[config.mk]
export PLATFORM = sky130hd
export DESIGN_NAME = alram_rdstream
export DESIGN_NICKNAME = d
export VERILOG_FILES = /design/src/rtl/alram_rdstream.sv
export SDC_FILE = /design/constraint.sdc
export NUM_CORES = 1
export LEC_CHECK = 0
export ABC_CLOCK_PERIOD_IN_PS = 8750
export BUFFER_PORTS_ARGS = -buffer_cell sky130_fd_sc_hd__buf_2
export CAP_MARGIN = 20
export CORE_MARGIN = 4
export CORE_UTILIZATION = 55
export DETAILED_ROUTE_END_ITERATION = 12
export PLACE_DENSITY = 0.77
export SLEW_MARGIN = 20
export SYNTH_ARGS = -nofsm -noshare
export SYNTH_HDL_FRONTEND = slang
export SYNTH_SLANG_ARGS = --single-unit
[constraint.sdc]
create_clock -name i_clk -period 8.75 [get_ports i_clk]
set_clock_uncertainty 0.2 [all_clocks]
set_input_delay 0.875 -clock i_clk [delete_from_list [all_inputs] [get_ports i_clk]]
set_output_delay 0.875 -clock i_clk [all_outputs]
set_load 0.005 [all_outputs]
[src/rtl/alram_rdstream.sv]
// Read sequencer behind the ECC RAM: issues credit-limited reads, absorbs RLAT, streams words out.
// Optional stall counter enabled by defining ALRAM_RDSTREAM_STALLCNT_EN.
module alram_rdstream #(
  parameter int WID  = 256,
  parameter int AWID = 5,
  parameter int RLAT = 2
) (
  input  logic            i_clk,
  input  logic            i_rst,
  input  logic            i_start,
  input  logic [AWID-1:0] i_sa,
  input  logic [AWID:0]   i_len,
  output logic            o_busy,
  output logic            o_done,
  output logic [AWID-1:0] o_ra,
  input  logic [WID-1:0]  i_rdi,
  output logic [WID-1:0]  o_odat,
  output logic            o_ovld,
  input  logic            i_ordy,
  output logic [15:0]     o_stallcnt
);
  localparam int FD = RLAT + 2;
  localparam int PW = $clog2(FD);
  localparam int CW = $clog2(FD + 1);
  localparam logic [CW:0]   FD_C = (CW+1)'(FD);
  localparam logic [PW-1:0] LAST = PW'(FD - 1);

  typedef enum logic [1:0] {S_IDLE, S_RUN, S_DRAIN} state_t;

  state_t          r_state;
  logic [AWID:0]   r_rem;
  logic [AWID-1:0] r_ra;
  logic            r_busy, r_done;
  logic [RLAT:1]   r_vld_pipe;
  logic [WID-1:0]  r_mem [FD];
  logic [PW-1:0]   r_rp, r_wp;
  logic [CW-1:0]   r_cnt, w_cnt_nxt, w_infl;
  logic            w_push, w_pop, w_issue;

  function automatic logic [PW-1:0] nxt(input logic [PW-1:0] p);
    return (p == LAST) ? '0 : p + 1'b1;
  endfunction

  always_comb begin
    w_infl = '0;
    for (int k = 1; k <= RLAT; k++) w_infl = w_infl + CW'(r_vld_pipe[k]);
  end

  assign o_ovld    = (r_cnt != '0);
  assign o_odat    = r_mem[r_rp];
  assign o_ra      = r_ra;
  assign o_busy    = r_busy;
  assign o_done    = r_done;
  assign w_push    = r_vld_pipe[RLAT];
  assign w_pop     = o_ovld & i_ordy;
  assign w_cnt_nxt = r_cnt + CW'(w_push) - CW'(w_pop);
  // Credits use registered occupancy only, so a pop frees a slot one cycle later.
  assign w_issue   = (r_state == S_RUN) && (r_rem != '0) &&
                     (({1'b0, r_cnt} + {1'b0, w_infl}) < FD_C);

  always_ff @(posedge i_clk) begin
    if (i_rst) begin
      r_state <= S_IDLE;
      r_busy  <= 1'b0;
      r_done  <= 1'b0;
      r_ra    <= '0;
      r_rem   <= '0;
    end else begin
      r_done <= 1'b0;
      case (r_state)
        S_IDLE: if (i_start) begin
          if (i_len != '0) begin
            r_ra    <= i_sa;
            r_rem   <= i_len;
            r_busy  <= 1'b1;
            r_state <= S_RUN;
          end else begin
            r_done <= 1'b1;
          end
        end
        S_RUN: if (w_issue) begin
          r_ra  <= r_ra + 1'b1;
          r_rem <= r_rem - 1'b1;
          if (r_rem == (AWID+1)'(1)) r_state <= S_DRAIN;
        end
        // Leave when the final pop happens this cycle so done lands right after it.
        S_DRAIN: if (w_infl == '0 && w_cnt_nxt == '0) begin
          r_state <= S_IDLE;
          r_busy  <= 1'b0;
          r_done  <= 1'b1;
        end
        default: r_state <= S_IDLE;
      endcase
    end
  end

  always_ff @(posedge i_clk) begin
    if (i_rst) begin
      r_vld_pipe <= '0;
      r_cnt      <= '0;
      r_rp       <= '0;
      r_wp       <= '0;
    end else begin
      r_vld_pipe[1] <= w_issue;
      for (int k = 2; k <= RLAT; k++) r_vld_pipe[k] <= r_vld_pipe[k-1];
      if (w_push) r_wp <= nxt(r_wp);
      if (w_pop)  r_rp <= nxt(r_rp);
      r_cnt <= w_cnt_nxt;
    end
  end

  always_ff @(posedge i_clk) begin
    if (w_push) r_mem[r_wp] <= i_rdi;
  end

`ifdef ALRAM_RDSTREAM_STALLCNT_EN
  logic        w_accept;
  logic [15:0] r_stall;
  assign w_accept = (r_state == S_IDLE) && i_start;
  always_ff @(posedge i_clk) begin
    if (i_rst || w_accept)
      r_stall <= '0;
    else if (o_ovld && !i_ordy && r_stall != 16'hFFFF)
      r_stall <= r_stall + 16'd1;
  end
  assign o_stallcnt = r_stall;
`else
  assign o_stallcnt = 16'h0000;
`endif

endmodule

Word level (Yosys, flattened, before mapping)
Memories as Yosys holds them, arrays and structs flattened. A register that Yosys moved wholly into a read port is not among the register bits.
Index checks and enable logic that the tools add are counted.
- memories kept: 1
- memory bits (writable): 1024
- latch bits: 0
- word-level logic and storage cells: 72
- memory bits (read-only): 0
- bits in registers: 24
- bits of input ports: 271
- output and inout bits: 280
- reduce and logical (&&, ||, !) cells: 14
- $add $sub $neg: 8
- $mul: 0
- shift operators: 0
- bitwise operators: 1
- divide/modulo/power cells: 0
- equal/unequal tests: 10
- muxes and demuxes: 28
- $lt $le $gt $ge: 1
- memories (memory ; depth ; width ; rd ports ; clocked after Yosys merged registers in ; write ports ; line ; text):
    r_mem ; 4 ; 256 ; 1 ; 1 ; 1 ; 35 ; logic [WID-1:0] r_mem [FD];
- operators by type and width (operator ; count):
    $mux W2 ; 9
    $mux W6 ; 3
    $mux W5 ; 3
    $pmux W6 S2 ; 1
    $reduce_bool A6 Y1 ; 2
    $pmux W5 S2 ; 1
    $mux W1 ; 8
    $ne A2 B2 Y1 const B ; 4
    $reduce_and A4 Y1 ; 2
    $eq A2 B2 Y1 const B ; 3
    $eq A6 B1 Y1 const B ; 1
    $logic_not A3 Y1 ; 2
    $pmux W2 S3 ; 1
    $sub A6 B1 Y6 const B ; 1
    $add A5 B1 Y5 const B ; 1
    $reduce_and A5 Y1 ; 1
    $add A2 B1 Y2 const B ; 2
    $add A3 B2 Y4 ; 1
    $lt A4 B3 Y1 const B ; 1
    $pmux W1 S2 ; 2
    $reduce_bool A2 Y1 ; 2
    $add A3 B1 Y3 ; 1
    $logic_and A1 B1 Y1 ; 3
    $reduce_bool A3 Y1 ; 1
    other kinds (6) ; 6

Depth between registers and ports, before layout
Gate-level depths: netlist of the first run.
- depth in word-level cells: 7
- gate-level depth with buffers: 11
- depth with buffers taken out: 11

Worst setup path before layout of the first run
No wires, ideal clock.
- path type: reg2reg
- start point: reg r_wp[0]
- end point: mem r_mem[0][0], enable pin
- buffers on the path: 0
- data required time: 7902 ps
- period minus slack after synthesis: 7194 ps
- library setup time: 648 ps
- cell stages (with the launch flop): 4
- data arrival time: 6346 ps
- slack: 1556 ps
- cell sequence: dfxtp_1 inv_1 ha_1 and2_1
- RTL lines (element ; line ; text):
    start, declared ; 36 ; logic [PW-1:0] r_rp, r_wp;
    start signal, assigned ; 106 ; if (w_push) r_wp <= nxt(r_wp);
    end, declared ; 35 ;
No word-level cell before the write port.

==> run_results.csv, run 1 <==
group,metric,value,unit
status,status,"finished clean",
pwr,powerDensity,257,mW/mm2
routing,wirelength,83000,um
cts,root_buffer,"clkbuf_16",
cts,clk_latency,0.65,ns
cts,cts.sinks,1050,
cts,cts_max_level,3,
floorplan,io-pin-count,551,
sta,finalCriticalPeriod,4.42,ns
job,maxCapViolations,0,
critical_path,crit_arrival,3.34,ns
critical_path,startpoint_type,"register",
cts,cts_resized,0,
critical_path,r2r_cells,11,
global_route,grt_max_degree,145,
logic_synthesis,syn_inst,1535,
critical_path,critPathKind,"register to output port",
logic_synthesis,ys_types,50,
critical_path,timing.rr.end,"o_done$_SDFF_PP0_",
cts,cts_buffers,100,
cts,cts_buffer_depth,3,
floorplan,row_count,96,
layout,layout_commonest_cell,"edfxtp_1",
sta,setup_viol,0,
placement,gp_congestion,0.833,
floorplan,initial_core_util,0.558,
cts,cts_hold_buffers,0,
critical_path,critical_path.endpoint,"o_odat[236]",
layout,final_cell_mix,"edfxtp_1 (1024), buf_2 (534), mux4_2 (256)",
logic_synthesis,yosys.area_share.simple,0.00832,
logic_synthesis,synth_top_cell_by_area,"edfxtp_1",
pwr,p_leak,15.0,nW
worst_hold_path,hold_path.class,"input port to register",
floorplan,die-area,0.0743,mm2
critical_path,worstSetupEndpointType,"output port",
logic_synthesis,synthMuxAreaShare,0.151,
placement,dp_hpwl,48500,um
logic_synthesis,synth_area_per_cell,25.1,um2
logic_synthesis,synth-seq-cells,1050,
global_route,overflow,0,
logic_synthesis,synth_edf_count,1024,
global_route,grt_pass1_wl,123000,um
placement,port_buffers,534,
layout,nets,2402,
logic_synthesis,synth_xor_area_frac,0.000455,
routing,drc,0,
sta,finalCritPeriodShare,0.505,
logic_synthesis,synth_compound_area_frac,0.00969,
cts,cts.clk_slew.worst_paths,0.06,ns
logic_synthesis,synth_top_area_share,0.799,
routing,final_antenna_net_count,0,
sta,clock.fmax,226,MHz
floorplan,fp.dieW,273,um
cts,cts_tree,"done",
layout,final_util,0.660,
global_route,grt_antenna_before_repair,37,
logic_synthesis,synth_warnings,0,
floorplan,die_y,273,um
logic_synthesis,synth.yosys.seq_area_share,0.813,
logic_synthesis,synthFlopType,"edfxtp_1",
logic_synthesis,synth_area,0.0385,mm2
routing,vias,18300,
layout,area_delta_synth_final,18.2,%
logic_synthesis,synthTopCellsByArea,"edfxtp_1 (80%), mux4_2 (15%), dfxtp_1 (1.4%)",
cts,cts_setup_buffers,0,
critical_path,worst-r2r-setup-slack,5.68,ns
logic_synthesis,synth_fa_ha_area_frac,0.00475,
routing,drt_iter0_markers,1662,
logic_synthesis,async_flop_share,0,
global_route,grtUsageTotal,0.221,
sta,relSlewSlack,0.189,
sta,setup_tns,0,ns
sta,rsz0062_at_grt,"no",
critical_path,crit_required,7.68,ns
global_route,grt_pass1_vias,19600,
critical_path,rr_startpoint,"r_cnt[2]$_SDFF_PP0_",
routing,wl_per_cell,26.3,um
floorplan,core_area,0.0689,mm2
layout,final_layout_size_suffix_gt1_frac,0.437,
critical_path,worstPathMaxFanout,86,
sta,tightestPinTransition,1.22,ns
routing,viasPerCell,5.81,
sta,hold_viol,0,
logic_synthesis,synth_top_family_by_area,"multiplexers",
routing,drtPass1Iterations,5,
pwr,vdd_drop_max,0.284,mV
sta,report.final.slew_viol_count,0,
[registers in the layout, summed over array words and instances (netlist names), named ones only]
| name | cells |
|---|---|
| o_ra | 5 |
| r_cnt | 3 |
| r_state | 2 |
| r_wp | 2 |
| r_rem | 6 |
| o_busy | 1 |
| o_done | 1 |
| r_rp | 2 |
| r_mem | 1024 |
| r_vld_pipe | 2 |
[metal layers]
metal	share of wire	global-route usage	vias to the layer above
met1	0.35	0.268	9583
met5	0.0023	0	-
li1	-	-	7748
met3	0.095	0.0809	167
met4	0.026	0.0679	30
met2	0.53	0.376	765
[worst max-delay path, stage by stage, from the launching register on]
cell,delay (ns)
dfxtp_4,0.91
buf_12,0.32
buf_16,0.49
mux4_2,0.63
buf_2,0.16
[area by class of cell]
class / count / area (um2)
fill: 4349 / 23500
tap: 931 / 1160
inverter: 16 / 60.1
clock inverter: 65 / 639
clock buffer: 119 / 2620
timing repair buffer: 547 / 2880
sequential: 1050 / 31300
multi-input combinational: 402 / 6790
antenna: 21 / 52.6
[worst min path at each step]
stage	from	slack [ns]	depth (start not counted)	to
floorplan	r_vld_pipe[1]$_SDFF_PP0_	0.24	2	r_vld_pipe[2]$_SDFF_PP0_
global placement	r_rp[1]$_SDFFE_PP0N_	0.26	2	register
detailed placement	r_rem[5]$_SDFFE_PP0P_	0.27	2	r_rem[5]$_SDFFE_PP0P_
CTS	i_rdi[104]	0.18	1	r_mem[2][104]$_DFFE_PP_
global route	i_rdi[102]	0.19	1	r_mem[2][102]$_DFFE_PP_
finish	i_rdi[101]	0.23	1	r_mem[1][101]$_DFFE_PP_
[Yosys cell counts (7+ instances only)]
library cell  count
clkbuf_1         26
o21ai_0           8
nor2b_1           7
buf_4            16
a21oi_1           9
buf_1             9
nor2_1           12
ha_1             13
mux4_2          256
edfxtp_1       1024
buf_2            27
inv_1            15
and2_1            9
dfxtp_1          26
[power breakdown]
part | leakage, nW | switching, W | total, W | internal (W)
registers | 9.43 | 0.0000912 | 0.00569 | 0.00560
logic | 4.02 | 0.000855 | 0.00180 | 0.000943
clock network | 1.58 | 0.00179 | 0.00422 | 0.00244
[logic make-up after synthesis]
family,Yosys count
flops,1050
mux,262
buf+inv,98
simple gates,60
compound gates,48
fa+ha+maj,14
xor+xnor,2
other cells,1
[per-stage QoR]
stage,hold WS (ns),total power (W),area (um2),setup slack [ns],cells
2_1_floorplan,0.241,0.00688,38500,1.56,1550
3_3_place_gp,0.256,0.00757,42100,4.94,2945
3_5_place_dp,0.272,0.00759,42100,4.97,2945
4_1_cts,0.182,0.0118,45400,4.26,3129
5_1_grt,0.190,0.0122,45500,3.98,3145
6_report,0.233,0.0117,45500,4.33,3151
No activity file was read; power rests on OpenSTA's default activity.
==> inputs of run 2 (changes only) <==
- ABC_CLOCK_PERIOD_IN_PS: 8750 -> 3800
- CORE_UTILIZATION: 55 -> 51
- PLACE_DENSITY: 0.77 -> 0.75
- clock period: 8.75 -> 3.8 ns (I/O delays scaled with it)
==> run 2 against run 1 <==
Clock power increased by 120%. Largest cell class unchanged. Via count increased by 7.8%. Final cell count increased by 11%.
==> run_results.csv, run 2 (synthesized netlist as in run 1, its figures left out) <==
group,metric,value,unit
status,status,"finished clean",
cts,root_buffer,"clkbuf_16",
placement,port_buffers,534,
routing,wirelength,87800,um
layout,area_delta_synth_final,26.6,%
cts,cts_max_level,3,
routing,final_antenna_net_count,0,
global_route,grt_max_degree,83,
sta,fin_hold_ws,0.0623,ns
sta,hold_viol,0,
global_route,grt_pass1_vias,21200,
floorplan,io-pin-count,551,
sta,rsz0062_at_grt,"no",
critical_path,critPathKind,"register to output port",
floorplan,row_count,100,
worst_hold_path,hold_path.class,"input port to register",
pwr,p_leak,16.4,nW
critical_path,crit_arrival,2.68,ns
pwr,powerDensity,558,mW/mm2
placement,gp_congestion,0.814,
floorplan,initial_core_util,0.516,
layout,nets,2729,
job,maxCapViolations,0,
global_route,grt_antenna_before_repair,14,
global_route,grtUsageTotal,0.219,
sta,finalCriticalPeriod,3.26,ns
critical_path,worstPathMaxFanout,19,
sta,clock.fmax,307,MHz
cts,cts_tree,"done",
global_route,grt_pass1_wl,131000,um
global_route,use_met3,0.0587,
floorplan,core_area,0.0746,mm2
sta,setup_tns,0,ns
floorplan,fp.dieW,283,um
layout,top_register,"r_mem",
sta,worst_slack,0.544,ns
floorplan,die-area,0.0799,mm2
routing,viasPerCell,5.63,
global_route,overflow,0,
cts,cts.clk_slew.worst_paths,0.06,ns
sta,report.final.slew_viol_count,0,
layout,final_cell_mix,"edfxtp_1 (1024), buf_2 (534), dlygate4sd3_1 (269)",
critical_path,worstSetupEndpointType,"output port",
critical_path,startpoint_type,"register",
global_route,busiest_layer,"met2",
routing,wl_per_cell,25.1,um
floorplan,die_y,283,um
placement,place_ws,0.896,ns
critical_path,crit_required,3.22,ns
routing,drtPass1Iterations,7,
pwr,vdd_drop_max,0.494,mV
cts,cts.sinks,1050,
cts,cts_setup_buffers,0,
layout,largest_reg_flops,1024,
routing,drc,0,
layout,final_layout_size_suffix_gt1_frac,0.398,
sta,setup_viol,0,
global_route,grt_use_met2,0.380,
routing,vias,19700,
pwr,power.total,0.0272,W
sta,tightestPinTransition,0.951,ns
layout,final_util,0.653,
sta,relSlewSlack,0.366,
sta,finalCritPeriodShare,0.857,
layout,layout_commonest_cell,"edfxtp_1",
cts,cts_resized,0,
cts,cts_buffer_depth,3,
global_route,met1_usage,0.273,
cts,cts_buffers,103,
routing,drt_iter0_markers,1672,
cts,clk_latency,0.65,ns
placement,dp_hpwl,52500,um
run 2: changes by cell type in the layout (fill, tap and decap cells not counted), moves of 2 or more:
cell	change
dlygate4sd3_1	+269
buf_4	+37
buf_12	+19
clkbuf_1	+19
diode_2	-13
clkinv_2	-8
bufinv_16	-7
clkinv_1	-6
clkinvlp_4	-3
inv_6	+3
clkbuf_16	+2
clkbuf_8	+2
clkinv_16	+2
run 2: timing repair:
action,4_1_cts,5_1_grt
endpoints found under the setup margin,0,0
hold buffers,269,0
hold endpoints to repair,1046,0
run 2: path summary, 6_finish.rpt:
kind | startpoint | to | slack (ns) | cells past startpoint
setup / recovery | register | o_odat[108] | 0.54 | 4
hold / removal | i_sa[1] | o_ra[1]$_SDFFE_PP0P_ | 0.06 | 4
setup reg to reg | r_cnt[2]$_SDFF_PP0_ | o_done$_SDFF_PP0_ | 0.89 | 11
hold reg to reg | r_rp[0]$_SDFFE_PP0N_ | register | 0.27 | 2
run 2: layout make-up:
class                   instances  area [um2]
repair buffers                871        6200
clock buffers                 142        2770
clock inverters                45         403
flip-flops and latches       1050       31300
inverters                      16        60.1
diodes                          8        20.0
fillers                      4709       25800
multi-input cells             402        6790
well taps                     969        1210
run 2: metrics by stage:
| stage | std cells | area (um2) |
|---|---|---|
| finish | 3503 | 48700 |
| global placement | 3039 | 42800 |
| detailed placement | 3039 | 42800 |
| floorplan | 1550 | 38600 |
| global route | 3500 | 48700 |
| CTS | 3495 | 48700 |
run 2: worst max-delay path, stage by stage, from the launching register on:
cell and delay (ns):
dfxtp_4 0.64, buf_12 0.27, buf_4 0.32, mux4_2 0.58, buf_2 0.16
run 2: per-layer routing:
| layer | part of all wire | up-vias | routed length (um) |
|---|---|---|---|
| met5 | 0.00059 | - | 52 |
| met4 | 0.027 | 10 | 2400 |
| met3 | 0.081 | 182 | 7110 |
| met2 | 0.53 | 832 | 46300 |
| met1 | 0.36 | 10300 | 32000 |
| li1 | - | 8380 | - |
run 2: power breakdown:
group	internal, W	switching, W	total [W]
logic	0.00248	0.00217	0.00465
clock network	0.00532	0.00417	0.00949
registers	0.0129	0.000155	0.0130
==> inputs of run 3 (changes only) <==
- ABC_AREA: default -> 1
- CTS_BUF_LIST: default -> sky130_fd_sc_hd__clkbuf_16
==> run 3 against run 2 <==
Setup slack got worse by 0.13 ns. Global-route usage is 1.4 points higher. Worst hold slack better by 0.21 ns. Core utilization down 0.91 points. Maximum frequency is 3.8% lower. Critical path type unchanged.
==> run_results.csv, run 3 <==
group,metric,value,unit
floorplan,fp.dieW,286,um
routing,vias,26100,
logic_synthesis,synth_top_cell_by_area,"edfxtp_1",
critical_path,critPathBufInv,3,
placement,place_ws,1.18,ns
logic_synthesis,async_flop_share,0,
cts,cts.clk_slew.worst_paths,0.06,ns
layout,finalNonFillerCells,4626,
cts,root_buffer,"clkbuf_16",
pwr,vdd_drop_max,0.565,mV
floorplan,io-pin-count,551,
routing,drt_iter0_markers,2370,
critical_path,critPathKind,"register to output port",
sta,tightestPinTransition,1.03,ns
layout,top_register,"r_mem",
cts,cts.sinks,1050,
logic_synthesis,synth-seq-cells,1050,
routing,viasPerCell,5.63,
floorplan,row_count,101,
sta,finalCritPeriodShare,0.890,
logic_synthesis,synth_top_area_share,0.782,
sta,relSlewSlack,0.313,
placement,gp_congestion,0.783,
critical_path,crit_arrival,2.80,ns
logic_synthesis,syn_inst,2716,
critical_path,cpLargestDelayFamily,"buffers and inverters",
sta,clock.fmax,296,MHz
logic_synthesis,synthFlopType,"edfxtp_1",
routing,drc,0,
layout,area_delta_synth_final,24.9,%
global_route,grtUsageTotal,0.233,
pwr,p_leak,17.4,nW
logic_synthesis,synthTopCellsByArea,"edfxtp_1 (78%), o21ai_0 (6.7%), nor2_1 (5.2%)",
global_route,grt_max_degree,202,
critical_path,startpoint_type,"register",
layout,fillCellCount,5065,
placement,dp_hpwl,54900,um
placement,placed_area,0.0430,mm2
layout,nets,3792,
cts,clk_latency,0.65,ns
cts,cts_buffers,104,
worst_hold_path,hold_path.class,"register to register",
routing,wl_per_cell,21.3,um
job,maxCapViolations,0,
global_route,grt_pass1_vias,26400,
global_route,grt_antenna_before_repair,7,
global_route,overflow,0,
cts,cts_tree,"done",
critical_path,crit_required,3.22,ns
logic_synthesis,ys_types,31,
logic_synthesis,synth.yosys.seq_area_share,0.795,
critical_path,crit_path_max_incr_delay,0.52,ns
logic_synthesis,synth_warnings,0,
logic_synthesis,synth_area_per_cell,14.5,um2
logic_synthesis,synth_edf_count,1024,
sta,hold_viol,0,
floorplan,die_y,286,um
cts,cts_max_level,3,
layout,final_cell_mix,"edfxtp_1 (1024), nor2_1 (543), buf_2 (534)",
status,status,"finished clean",
cts,cts_resized,0,
cts,cts_buffer_depth,3,
critical_path,crit_chain,"inv_8, buf_4, o21ai_0, o22ai_1, buf_2",
sta,worst_slack,0.416,ns
placement,port_buffers,534,
floorplan,core_area,0.0762,mm2
critical_path,worstPathMaxFanout,91,
layout,largest_reg_flops,1024,
critical_path,cpMaxStageDelayCell,"inv_8",
layout,final_layout_size_suffix_gt1_frac,0.213,
placement,placed_cells,4159,
routing,final_antenna_net_count,0,
critical_path,worstSetupEndpointType,"output port",
pwr,powerDensity,635,mW/mm2
routing,drtPass1Iterations,5,
global_route,grt_pass1_wl,150000,um
sta,report.final.slew_viol_count,0,
logic_synthesis,synth_area,0.0393,mm2
sta,rsz0062_at_grt,"no",
floorplan,initial_core_util,0.516,
logic_synthesis,yosysMostFrequentCell,"edfxtp_1",
floorplan,die-area,0.0816,mm2
layout,final_area,0.0491,mm2
sta,setup_viol,0,
sta,finalCriticalPeriod,3.38,ns
routing,wirelength,98700,um
logic_synthesis,synth_common_cells,"edfxtp_1 (1024), nor2_1 (543), o21ai_0 (526)",
layout,layout_commonest_cell,"edfxtp_1",
==> run 3: final timing paths <==
| kind | start | cells past startpoint | slack (ns) | to |
|---|---|---|---|---|
| worst max-delay path | register | 5 | 0.42 | o_odat[119] |
| worst min register to register | r_vld_pipe[1]$_SDFF_PP0_ | 2 | 0.28 | r_vld_pipe[2]$_SDFF_PP0_ |
| worst max register to register | r_vld_pipe[2]$_SDFF_PP0_ | 10 | 0.98 | o_ra[2]$_SDFFE_PP0P_ |
| worst min-delay path | r_vld_pipe[1]$_SDFF_PP0_ | 2 | 0.28 | r_vld_pipe[2]$_SDFF_PP0_ |
==> run 3: power by group <==
part	internal (W)	leakage (nW)	switching [W]
sequential	0.0132	9.43	0.000254
combinational	0.00279	6.23	0.00510
clock	0.00558	1.71	0.00426
==> run 3: cell type report <==
type,instances,area [um2],area share
Tap cell,1030,1290,0.0262
Clock buffer,105,2630,0.0535
Multi-Input combinational cell,1457,7030,0.143
Inverter,33,163,0.00331
Timing Repair Buffer,861,6010,0.122
Antenna cell,7,17.5,0.000357
Clock inverter,83,687,0.0140
Sequential cell,1050,31300,0.637
==> run 3: through the flow <==
| stage | util | TNS [ns] | hold WS [ns] | total power (W) |
|---|---|---|---|---|
| CTS | 0.644 | 0 | 0.218 | 0.0312 |
| detailed placement | 0.565 | 0 | 0.264 | 0.0212 |
| floorplan | - | -1269.94 | 0.234 | 0.0179 |
| finish | 0.644 | 0 | 0.276 | 0.0312 |
| global route | 0.644 | 0 | 0.250 | 0.0326 |
| global placement | 0.565 | 0 | 0.259 | 0.0210 |
==> run 3: cells by family (layout without fill, tap and decap cells) <==
family | count (synthesis) | in the layout | synth area share
compound gates | 796 | 796 | 0.110
xor+xnor | 1 | 1 | 0.000223
other cells | 1 | 23 | 0.0000954
fa+ha+maj | 14 | 14 | 0.00465
flops | 1050 | 1050 | 0.795
buf+inv | 224 | 1082 | 0.0278
simple gates | 630 | 630 | 0.0619
==> run 3: tightest hold or removal path, delay by kind of cell, from the launching register on <==
kind,cells,cell delay [ns]
simple gates,1,0.04
flops,1,0.32
buf+inv,1,0.07
==> run 3: metal layers <==
metal,wire [um],track usage
met1,35900,0.277
met3,8030,0.0531
met5,27,0
met4,3760,0.0961
met2,50900,0.410
==> run 3: timing repair <==
item | 4_1_cts | 5_1_grt
hold buffers | 272 | 0
buffers inserted | 0 | 0
endpoints found under the hold margin | 1048 | 0
